## src/rtl/citadel_bridge_pkg.sv

```systemverilog
// Shared opcodes, response codes, state encoding and byte helpers for the
// byte-stream-to-memory-bus bridge.
package citadel_bridge_pkg;

    localparam logic [7:0] OP_PING  = 8'h50;
    localparam logic [7:0] OP_READ  = 8'h52;
    localparam logic [7:0] OP_WRITE = 8'h57;
    localparam logic [7:0] RSP_ACK  = 8'h06;
    localparam logic [7:0] RSP_NAK  = 8'h15;

    typedef enum logic [2:0] {
        ST_IDLE = 3'd0,
        ST_ADDR = 3'd1,
        ST_DATA = 3'd2,
        ST_BUS  = 3'd3,
        ST_RESP = 3'd4
    } bridge_state_t;

    // Replace byte lane idx of a little-endian word with a new byte.
    function automatic logic [31:0] byte_insert(input logic [31:0] word,
                                                input logic [1:0]  idx,
                                                input logic [7:0]  data);
        logic [31:0] w_word;
        w_word = word;
        w_word[{idx, 3'b000} +: 8] = data;
        return w_word;
    endfunction

    function automatic logic [31:0] word_align(input logic [31:0] addr);
        return addr & 32'hFFFF_FFFC;
    endfunction

endpackage

```

## src/rtl/mem_bridge_master_if.sv

```systemverilog
// Command/response byte streams, native memory bus and status for the bridge.
interface mem_bridge_master_if;
    logic [7:0]  in_data;
    logic        in_valid;
    logic        in_ready;
    logic [7:0]  out_data;
    logic        out_valid;
    logic        out_ready;
    logic        mem_valid;
    logic        mem_ready;
    logic [31:0] mem_addr;
    logic [31:0] mem_wdata;
    logic [3:0]  mem_wstrb;
    logic [31:0] mem_rdata;
    logic        busy;
    logic        bus_err;

    modport master (
        input  in_data, in_valid, out_ready, mem_ready, mem_rdata,
        output in_ready, out_data, out_valid, mem_valid, mem_addr,
               mem_wdata, mem_wstrb, busy, bus_err
    );

    modport slave (
        output in_data, in_valid, out_ready, mem_ready, mem_rdata,
        input  in_ready, out_data, out_valid, mem_valid, mem_addr,
               mem_wdata, mem_wstrb, busy, bus_err
    );
endinterface

```

## src/rtl/mem_bridge_master.sv

```systemverilog
// Decodes ping/read/write byte commands into single-word memory bus accesses
// and streams ACK/NAK or read-data bytes back out.
module mem_bridge_master
    import citadel_bridge_pkg::*;
#(
    parameter int TIMEOUT_CYCLES = 1024,
    parameter int CNT_W          = $clog2(TIMEOUT_CYCLES + 1)
) (
    input  logic                clk,
    input  logic                rst,
    mem_bridge_master_if.master bus
);

    localparam logic [CNT_W-1:0] TMO_LAST = CNT_W'(TIMEOUT_CYCLES - 1);

    bridge_state_t    r_state;
    logic [1:0]       r_idx;
    logic             r_is_write;
    logic [31:0]      r_addr;
    logic [31:0]      r_wdata;
    logic [23:0]      r_rsp;
    logic             r_rsp_multi;
    logic [CNT_W-1:0] r_tmo_cnt;

    logic        w_in_fire;
    logic        w_out_fire;
    logic [31:0] w_addr_ins;
    logic [31:0] w_wdata_ins;

    assign w_in_fire   = bus.in_valid && bus.in_ready;
    assign w_out_fire  = bus.out_valid && bus.out_ready;
    assign w_addr_ins  = byte_insert(r_addr, r_idx, bus.in_data);
    assign w_wdata_ins = byte_insert(r_wdata, r_idx, bus.in_data);

    // Command decode, bus access with timeout, and response streaming.
    always_ff @(posedge clk or posedge rst) begin
        if (rst) begin
            r_state       <= ST_IDLE;
            r_idx         <= 2'd0;
            r_is_write    <= 1'b0;
            r_addr        <= 32'd0;
            r_wdata       <= 32'd0;
            r_rsp         <= 24'd0;
            r_rsp_multi   <= 1'b0;
            r_tmo_cnt     <= '0;
            bus.in_ready  <= 1'b1;
            bus.out_data  <= 8'd0;
            bus.out_valid <= 1'b0;
            bus.mem_valid <= 1'b0;
            bus.mem_addr  <= 32'd0;
            bus.mem_wdata <= 32'd0;
            bus.mem_wstrb <= 4'b0000;
            bus.busy      <= 1'b0;
            bus.bus_err   <= 1'b0;
        end else begin
            bus.bus_err <= 1'b0;
            case (r_state)
                ST_IDLE: begin
                    if (w_in_fire) begin
                        bus.busy <= 1'b1;
                        r_idx    <= 2'd0;
                        case (bus.in_data)
                            OP_READ, OP_WRITE: begin
                                r_is_write <= (bus.in_data == OP_WRITE);
                                r_state    <= ST_ADDR;
                            end
                            default: begin
                                bus.out_data  <= (bus.in_data == OP_PING) ? RSP_ACK : RSP_NAK;
                                bus.out_valid <= 1'b1;
                                bus.in_ready  <= 1'b0;
                                r_rsp_multi   <= 1'b0;
                                r_state       <= ST_RESP;
                            end
                        endcase
                    end
                end
                ST_ADDR: begin
                    if (w_in_fire) begin
                        r_addr <= w_addr_ins;
                        r_idx  <= r_idx + 2'd1;
                        if (r_idx == 2'd3) begin
                            if (r_is_write) begin
                                r_state <= ST_DATA;
                            end else begin
                                bus.in_ready  <= 1'b0;
                                bus.mem_valid <= 1'b1;
                                bus.mem_addr  <= word_align(w_addr_ins);
                                bus.mem_wstrb <= 4'b0000;
                                r_tmo_cnt     <= '0;
                                r_state       <= ST_BUS;
                            end
                        end
                    end
                end
                ST_DATA: begin
                    if (w_in_fire) begin
                        r_wdata <= w_wdata_ins;
                        r_idx   <= r_idx + 2'd1;
                        if (r_idx == 2'd3) begin
                            bus.in_ready  <= 1'b0;
                            bus.mem_valid <= 1'b1;
                            bus.mem_addr  <= word_align(r_addr);
                            bus.mem_wdata <= w_wdata_ins;
                            bus.mem_wstrb <= 4'b1111;
                            r_tmo_cnt     <= '0;
                            r_state       <= ST_BUS;
                        end
                    end
                end
                ST_BUS: begin
                    // Ready beats the timeout when both land on the same cycle.
                    if (bus.mem_valid && bus.mem_ready) begin
                        bus.mem_valid <= 1'b0;
                        bus.out_valid <= 1'b1;
                        r_tmo_cnt     <= '0;
                        r_idx         <= 2'd0;
                        r_state       <= ST_RESP;
                        if (r_is_write) begin
                            bus.out_data <= RSP_ACK;
                            r_rsp_multi  <= 1'b0;
                        end else begin
                            bus.out_data <= bus.mem_rdata[7:0];
                            r_rsp        <= bus.mem_rdata[31:8];
                            r_rsp_multi  <= 1'b1;
                        end
                    end else if (bus.mem_valid && (r_tmo_cnt >= TMO_LAST)) begin
                        bus.mem_valid <= 1'b0;
                        bus.bus_err   <= 1'b1;
                        bus.out_data  <= RSP_NAK;
                        bus.out_valid <= 1'b1;
                        r_rsp_multi   <= 1'b0;
                        r_idx         <= 2'd0;
                        r_state       <= ST_RESP;
                    end else if (bus.mem_valid) begin
                        r_tmo_cnt <= r_tmo_cnt + {{(CNT_W-1){1'b0}}, 1'b1};
                    end else begin
                        r_tmo_cnt <= r_tmo_cnt;
                    end
                end
                ST_RESP: begin
                    if (w_out_fire) begin
                        if (!r_rsp_multi || (r_idx == 2'd3)) begin
                            bus.out_valid <= 1'b0;
                            bus.in_ready  <= 1'b1;
                            bus.busy      <= 1'b0;
                            r_idx         <= 2'd0;
                            r_state       <= ST_IDLE;
                        end else begin
                            bus.out_data <= r_rsp[7:0];
                            r_rsp        <= {8'd0, r_rsp[23:8]};
                            r_idx        <= r_idx + 2'd1;
                        end
                    end
                end
                default: begin
                    bus.mem_valid <= 1'b0;
                    bus.out_valid <= 1'b0;
                    bus.in_ready  <= 1'b1;
                    bus.busy      <= 1'b0;
                    r_state       <= ST_IDLE;
                end
            endcase
        end
    end

endmodule

```

## src/flat_wrapper.sv

```systemverilog
// flat-port wrapper written by rule: the top's interface ports become plain ports
module mem_bridge_master_flat import citadel_bridge_pkg::*;
#(
    parameter int TIMEOUT_CYCLES = 1024,
    parameter int CNT_W          = $clog2(TIMEOUT_CYCLES + 1)
)
  (clk, rst, bus_in_data, bus_in_valid, bus_out_ready, bus_mem_ready, bus_mem_rdata, bus_in_ready, bus_out_data, bus_out_valid, bus_mem_valid, bus_mem_addr, bus_mem_wdata, bus_mem_wstrb, bus_busy, bus_bus_err);
  mem_bridge_master_if bus_i ();
  input  logic clk;
  input  logic rst;
  input wire logic [$bits(bus_i.in_data)-1:0] bus_in_data;
  input wire logic [$bits(bus_i.in_valid)-1:0] bus_in_valid;
  input wire logic [$bits(bus_i.out_ready)-1:0] bus_out_ready;
  input wire logic [$bits(bus_i.mem_ready)-1:0] bus_mem_ready;
  input wire logic [$bits(bus_i.mem_rdata)-1:0] bus_mem_rdata;
  output wire logic [$bits(bus_i.in_ready)-1:0] bus_in_ready;
  output wire logic [$bits(bus_i.out_data)-1:0] bus_out_data;
  output wire logic [$bits(bus_i.out_valid)-1:0] bus_out_valid;
  output wire logic [$bits(bus_i.mem_valid)-1:0] bus_mem_valid;
  output wire logic [$bits(bus_i.mem_addr)-1:0] bus_mem_addr;
  output wire logic [$bits(bus_i.mem_wdata)-1:0] bus_mem_wdata;
  output wire logic [$bits(bus_i.mem_wstrb)-1:0] bus_mem_wstrb;
  output wire logic [$bits(bus_i.busy)-1:0] bus_busy;
  output wire logic [$bits(bus_i.bus_err)-1:0] bus_bus_err;
  assign bus_i.in_data = bus_in_data;
  assign bus_i.in_valid = bus_in_valid;
  assign bus_i.out_ready = bus_out_ready;
  assign bus_i.mem_ready = bus_mem_ready;
  assign bus_i.mem_rdata = bus_mem_rdata;
  assign bus_in_ready = bus_i.in_ready;
  assign bus_out_data = bus_i.out_data;
  assign bus_out_valid = bus_i.out_valid;
  assign bus_mem_valid = bus_i.mem_valid;
  assign bus_mem_addr = bus_i.mem_addr;
  assign bus_mem_wdata = bus_i.mem_wdata;
  assign bus_mem_wstrb = bus_i.mem_wstrb;
  assign bus_busy = bus_i.busy;
  assign bus_bus_err = bus_i.bus_err;
  mem_bridge_master #(.TIMEOUT_CYCLES(TIMEOUT_CYCLES), .CNT_W(CNT_W)) u_core (.clk(clk), .rst(rst), .bus(bus_i));
endmodule
```

## config.mk

```make
export PLATFORM = sky130hd
export DESIGN_NAME = mem_bridge_master_flat
export DESIGN_NICKNAME = d
export VERILOG_FILES = /design/src/rtl/citadel_bridge_pkg.sv /design/src/rtl/mem_bridge_master_if.sv /design/src/rtl/mem_bridge_master.sv /design/src/flat_wrapper.sv
export SDC_FILE = /design/constraint.sdc
export NUM_CORES = 1
export LEC_CHECK = 0
export ABC_AREA = 1
export CAP_MARGIN = 20
export CORE_MARGIN = 1
export CORE_UTILIZATION = 45
export DETAILED_ROUTE_END_ITERATION = 7
export GPL_ROUTABILITY_DRIVEN = 0
export GPL_TIMING_DRIVEN = 0
export PLACE_DENSITY = 0.71
export SYNTH_ARGS = -nofsm -noshare
export SYNTH_HDL_FRONTEND = slang
export SYNTH_SLANG_ARGS = --single-unit
```

## constraint.sdc

```tcl
create_clock -name clk -period 5.75 [get_ports clk]
set_clock_uncertainty 0.15 [all_clocks]
set_input_delay 0.8625 -clock clk [delete_from_list [all_inputs] [get_ports clk]]
set_output_delay 0.8625 -clock clk [all_outputs]
set_load 0.005 [all_outputs]
```

# After elaboration in Yosys (flattened, before gate mapping)
# Index checks and enable logic that the tools add are counted.
# classes
n_bitwise	4
n_mux	89
reduce_logical	32
n_addsub	3
order_cmp	1
eq_ne	24
shift	2
# ops
op	count
$mux 32	5
$mux 24	4
$mux 11	8
$bwmux 32	2
$pmux 32 s2	1
$mux 8	7
$pmux 24 s2	1
$pmux 11 s3	1
$shift 8x7->32 const A	1
$shiftx 8x7->32	1
$mux 3	10
$mux 1	29
$eq 8x7->1 const B	3
$pmux 8 s3	1
$mux 4	5
$ne 2x1->1 const B	9
$reduce_and 6->1	3
$reduce_and 8->1	2
$pmux 3 s5	1
$mux 2	6
$add 11x1->11 const B	1
$ge 11x10->1 const B	1
$reduce_and 10->1	1
$reduce_and 5->1	2
other kinds (30)	50
# totals
elab_cells	172
inputBits	45
out_inout_bits	81
register_bits	187

# Logic depth before layout (Yosys ltp)
# depth
depth_word	7
mapped_depth	11
depth_no_buf	10

# Worst setup path before layout
# No wires, ideal clock.
# synth_timing
path_type	input to register
startpoint	in bus_in_valid
endpoint	reg u_core.r_tmo_cnt[0]
required_ns	5.477
path_slack_ns	3.572
stages	10
path_buffers	1
setup_time_ns	0.123
arrival_time_ns	1.906
cell_sequence	nand2_1 nor2_1 inv_1 nand2_4 nand2_2 nor2_4 nand2_4 buf_6 nand2_1 o21ai_1
# synth_via
elab_chain_cells	3
word_cells_on_any_way	4
cone_classes	2 x eq/ne; 2 x reduce/logical
# synth_lines
item	line_no	rtl
start: declaration	flat_wrapper.sv:12	input wire logic [$bits(bus_i.in_valid)-1:0] bus_in_valid;
$logic_and 1x1->1 *	mem_bridge_master.sv:30	assign w_in_fire = bus.in_valid && bus.in_ready;
$ne 2x1->1 (no line)	-	
$reduce_and 8->1 (no line) *	-	
end signal: assignment	mem_bridge_master.sv:135	r_tmo_cnt <= r_tmo_cnt + {{(CNT_W-1){1'b0}}, 1'b1};
end signal: assignment	mem_bridge_master.sv:137	r_tmo_cnt <= r_tmo_cnt;
end: declaration	mem_bridge_master.sv:23	logic [CNT_W-1:0] r_tmo_cnt;
# Mark *: on every way between the ends. The rest lies on a longest branch, timed or not.
# A chain may end at the register's enable or synchronous reset.

# Worst setup path in the final report
# layout_timing
startpoint	in bus_in_valid
endpoint	reg u_core.bus.mem_wdata[8] (netlist name)
# layout_via
elab_chain_cells	2
# layout_lines
item	line_no	rtl
$logic_and 1x1->1	mem_bridge_master.sv:30	
$reduce_and 3->1 (no line)	-	
end signal: assignment	mem_bridge_master.sv:103	bus.mem_wdata <= w_wdata_ins;
end: declaration	mem_bridge_master_if.sv:21	mem_wdata, mem_wstrb, busy, bus_err
# No other way between the ends.

==> run summary <==
Final Non-Filler Cells = 1495
Initial antenna violation count = 0
Relative slew margins = 0.620
Routed vias/inst = 5.16
Ratio of final minimum period to clock period = 0.466
Main combinational cell family by area after synthesis = simple AND/OR/NAND/NOR gates
CTS Root Cell = clkbuf_16
H-tree Lvls = 4
Crit path max fanout = 10
Tightest Pin Transition = 0.571 ns
Num CTS Buffers = 17
Period minus WS final = 2.68 ns
Fin area = 10900 um2
Reg-to-Reg Start = u_core.r_idx[0]
Drt total wl = 22.7 mm
GR Util met2 = 0.371
Asr flop ratio synth = 1.00
Reg2reg setup slack = 3.26 ns
FF-to-FF path depth = 9
FP Rows = 50
Post-synthesis compound-gate area fraction = 0.169
Synth-to-layout area growth = 25.1%
Count leader, synth = nand2_1
TritonCTS clock tree = yes
Syn avg cell area = 8.14 um2
GR met3 Demand/Resource = 0.0418
Cell internal pwr = 2.30 mW
Placed Instances = 1464
Hold_buf cts = 0
Xor and xnor area share after synthesis = 0.00100
Worst Hold Class = reg -> reg
Multiplexer share of the synthesized area = 0
NetSw = 1.00 mW
Core box area = 18900 um2
Setup repair after global routing missed its margin = false
Clock-pin slew on the worst setup and hold paths = 0.06 ns
PwrDens = 302 nW/um2
Top cell type's share of synthesized area = 0.512
Leak = 5.20 nW
Ratio of cells with drive above 1 in the final layout = 0.0955
Hold Crit Start = u_core.bus.out_data[7]
Synth Area in Adders = 0.0100
Initial Util = 0.463
Nets = 1275
Final core utilization = 0.579
Fmax = 373 MHz
Reg-to-Reg End = u_core.bus.mem_addr[15]
Cell variety after synth = 34
Synth area leader = dfrtp_1
Grt peak-use layer = met2
Die width = 141 um
Vias in the first global route = 7393
Seq/Total Area, Yosys = 0.515
Resize count post-CTS = 0
Post-Syn Instances = 1075
Vias post-DR = 7710
WHS Endpoint = u_core.bus.out_data[7]
Peak VDD IR = 201 uV
DRC viols = 0
Die Y-Extent = 141 um
Slew Viols, Final = 0
Crit path arrival time = 2.85 ns
MaxCap Viol Count = 0
Synth top area cells = dfrtp_1, nand2_1, o21ai_0
Clock sinks = 180
Clock tree buffer depth = 2
Antenna viol nets, final = 0
Pin count of the biggest net entering global routing = 40
WL per Instance = 15.2 um
Final hold slack = 0.324 ns
Yosys reg bits = 180
Drt first pass iters = 5
Hold path cells = 2
Top-Level Pins = 126
Startpoint Class = primary input
Port Buffers = 123
Final setup viols = 0
GRT Total Usage = 0.238
Final hold vios = 0
Global-route wire length before repair = 37.2 mm
Post-synth EDFFs = 0
Gate power share = 0.229
Sequential share of power = 0.445
Dpl hpwl = 16.5 mm
Met1 Use GR = 0.333
Grt ovf = 0
Switching share of power = 0.303
Cell area after technology mapping = 8750 um2
Synth Area in Simple Gates = 0.219
Worst-Skew Late Latency = 0.43 ns
Initial detailed-routing violation count = 657
Nature of the critical path endpoint = flop
Setup_tns = 0 ns
Placed inst area = 10400 um2
Postcts setup bufs = 0
Die Area = 20000 um2
Ys Warns = 0
Clk pwr share = 0.326
Kind of critical path = in -> reg
CP Data Required Time = 5.92 ns
Ant. Diodes = 0
Status = completed
Synth Flop Type = dfrtp_1
Post-synth top cells = nand2_1, dfrtp_1, o21ai_0
-- per-stage QoR --
stage | power, mW | setup WS, ns
6_report | 3.30 | 3.07
4_1_cts | 3.33 | 3.10
5_1_grt | 3.48 | 2.97
2_1_floorplan | 1.99 | 2.43
3_3_place_gp | 2.23 | 0.920
3_5_place_dp | 2.25 | 2.66
-- logic make-up (layout without fill, tap and decap cells) --
logic type | after synthesis | count (layout)
AO/OA/AOI/OAI | 270 | 270
XOR/XNOR | 1 | 1
adder cells (fa/ha/maj) | 7 | 7
buffers and inverters | 176 | 335
flip-flops | 180 | 180
other | 1 | 2
AND/OR/NAND/NOR | 440 | 440
-- how the worst max path moves through the flow --
stage / from / slack (ns) / depth (start not counted) / endpoint
5_1_grt: u_core.r_idx[0] / 2.97 / 9 / u_core.bus.mem_addr[14]
6_report: bus_in_valid / 3.07 / 9 / u_core.bus.mem_wdata[8]
2_1_floorplan: rst / 2.43 / 1 / u_core.bus.bus_err
3_5_place_dp: bus_in_valid / 2.66 / 9 / u_core.bus.mem_wdata[8]
4_1_cts: bus_in_valid / 3.10 / 9 / u_core.bus.mem_wdata[8]
3_3_place_gp: rst / 0.92 / 2 / u_core.bus.mem_wdata[15]
-- registers in the layout, indices dropped and copies added, names as in the netlist --
name,flops
u_core.bus.mem_wstrb,1
u_core.r_is_write,1
u_core.r_wdata,32
u_core.bus.busy,1
u_core.r_tmo_cnt,11
u_core.r_rsp,24
u_core.r_addr,30
u_core.bus.bus_err,1
u_core.bus.mem_wdata,32
u_core.bus.out_data,8
u_core.r_rsp_multi,1
u_core.bus.out_valid,1
u_core.bus.in_ready,1
u_core.bus.mem_addr,30
u_core.r_state,3
u_core.bus.mem_valid,1
u_core.r_idx,2
-- routing by layer --
layer  share of wire  vias up
met1            0.45     3660
li1                -     3795
met2            0.47      218
met5               0        -
met4           0.022        0
met3           0.055       37
-- worst max-delay path, cell delays in order --
cell	delay [ns]
clkdlybuf4s50_1	0.45
nand2_1	0.21
nor2_1	0.28
inv_1	0.14
nor2_1	0.25
inv_1	0.17
clkbuf_1	0.29
nand2_1	0.13
nand2_1	0.06
-- area by class of cell --
type | instances | area [um2]
Multi-Input combinational cell | 720 | 3500
Fill cell | 1758 | 7950
Clock inverter | 8 | 81.3
Tap cell | 260 | 325
Clock buffer | 23 | 448
Timing Repair Buffer | 128 | 1330
Sequential cell | 180 | 4510
Inverter | 120 | 454
Buffer | 56 | 304
-- cells in the final DEF (no fill, tap or decap), types with 2 or more instances in the layout --
master           instances
buf_2                   21
o211ai_1                21
clkinv_4                 3
o21ai_0                148
nand4_1                 12
nor2_4                   6
o21ai_1                 14
clkinvlp_4               3
dfrtp_1                179
nor2_2                   3
nand2_4                  3
o22ai_1                 16
ha_1                     7
conb_1                   2
nor2_1                  78
a21oi_1                 56
clkbuf_1                27
o21ai_2                 13
clkbuf_16               17
nand3b_1                 2
nand3_1                 40
nor3_1                   2
clkdlybuf4s50_1        123
buf_6                    5
inv_2                    9
inv_1                  109
nand3_2                 11
buf_4                    8
nand2_1                275
nand2_2                  6
clkinv_2                 2
buf_12                   5
-- power groups by stage --
stage,combinational [mW],clock [mW],sequential [mW]
3_3_place_gp,0.736,0,1.49
3_5_place_dp,0.755,0,1.49
6_report,0.756,1.08,1.47
4_1_cts,0.761,1.10,1.47
2_1_floorplan,0.510,0,1.48
5_1_grt,0.858,1.14,1.48
No activity file was read; power rests on OpenSTA's default activity.
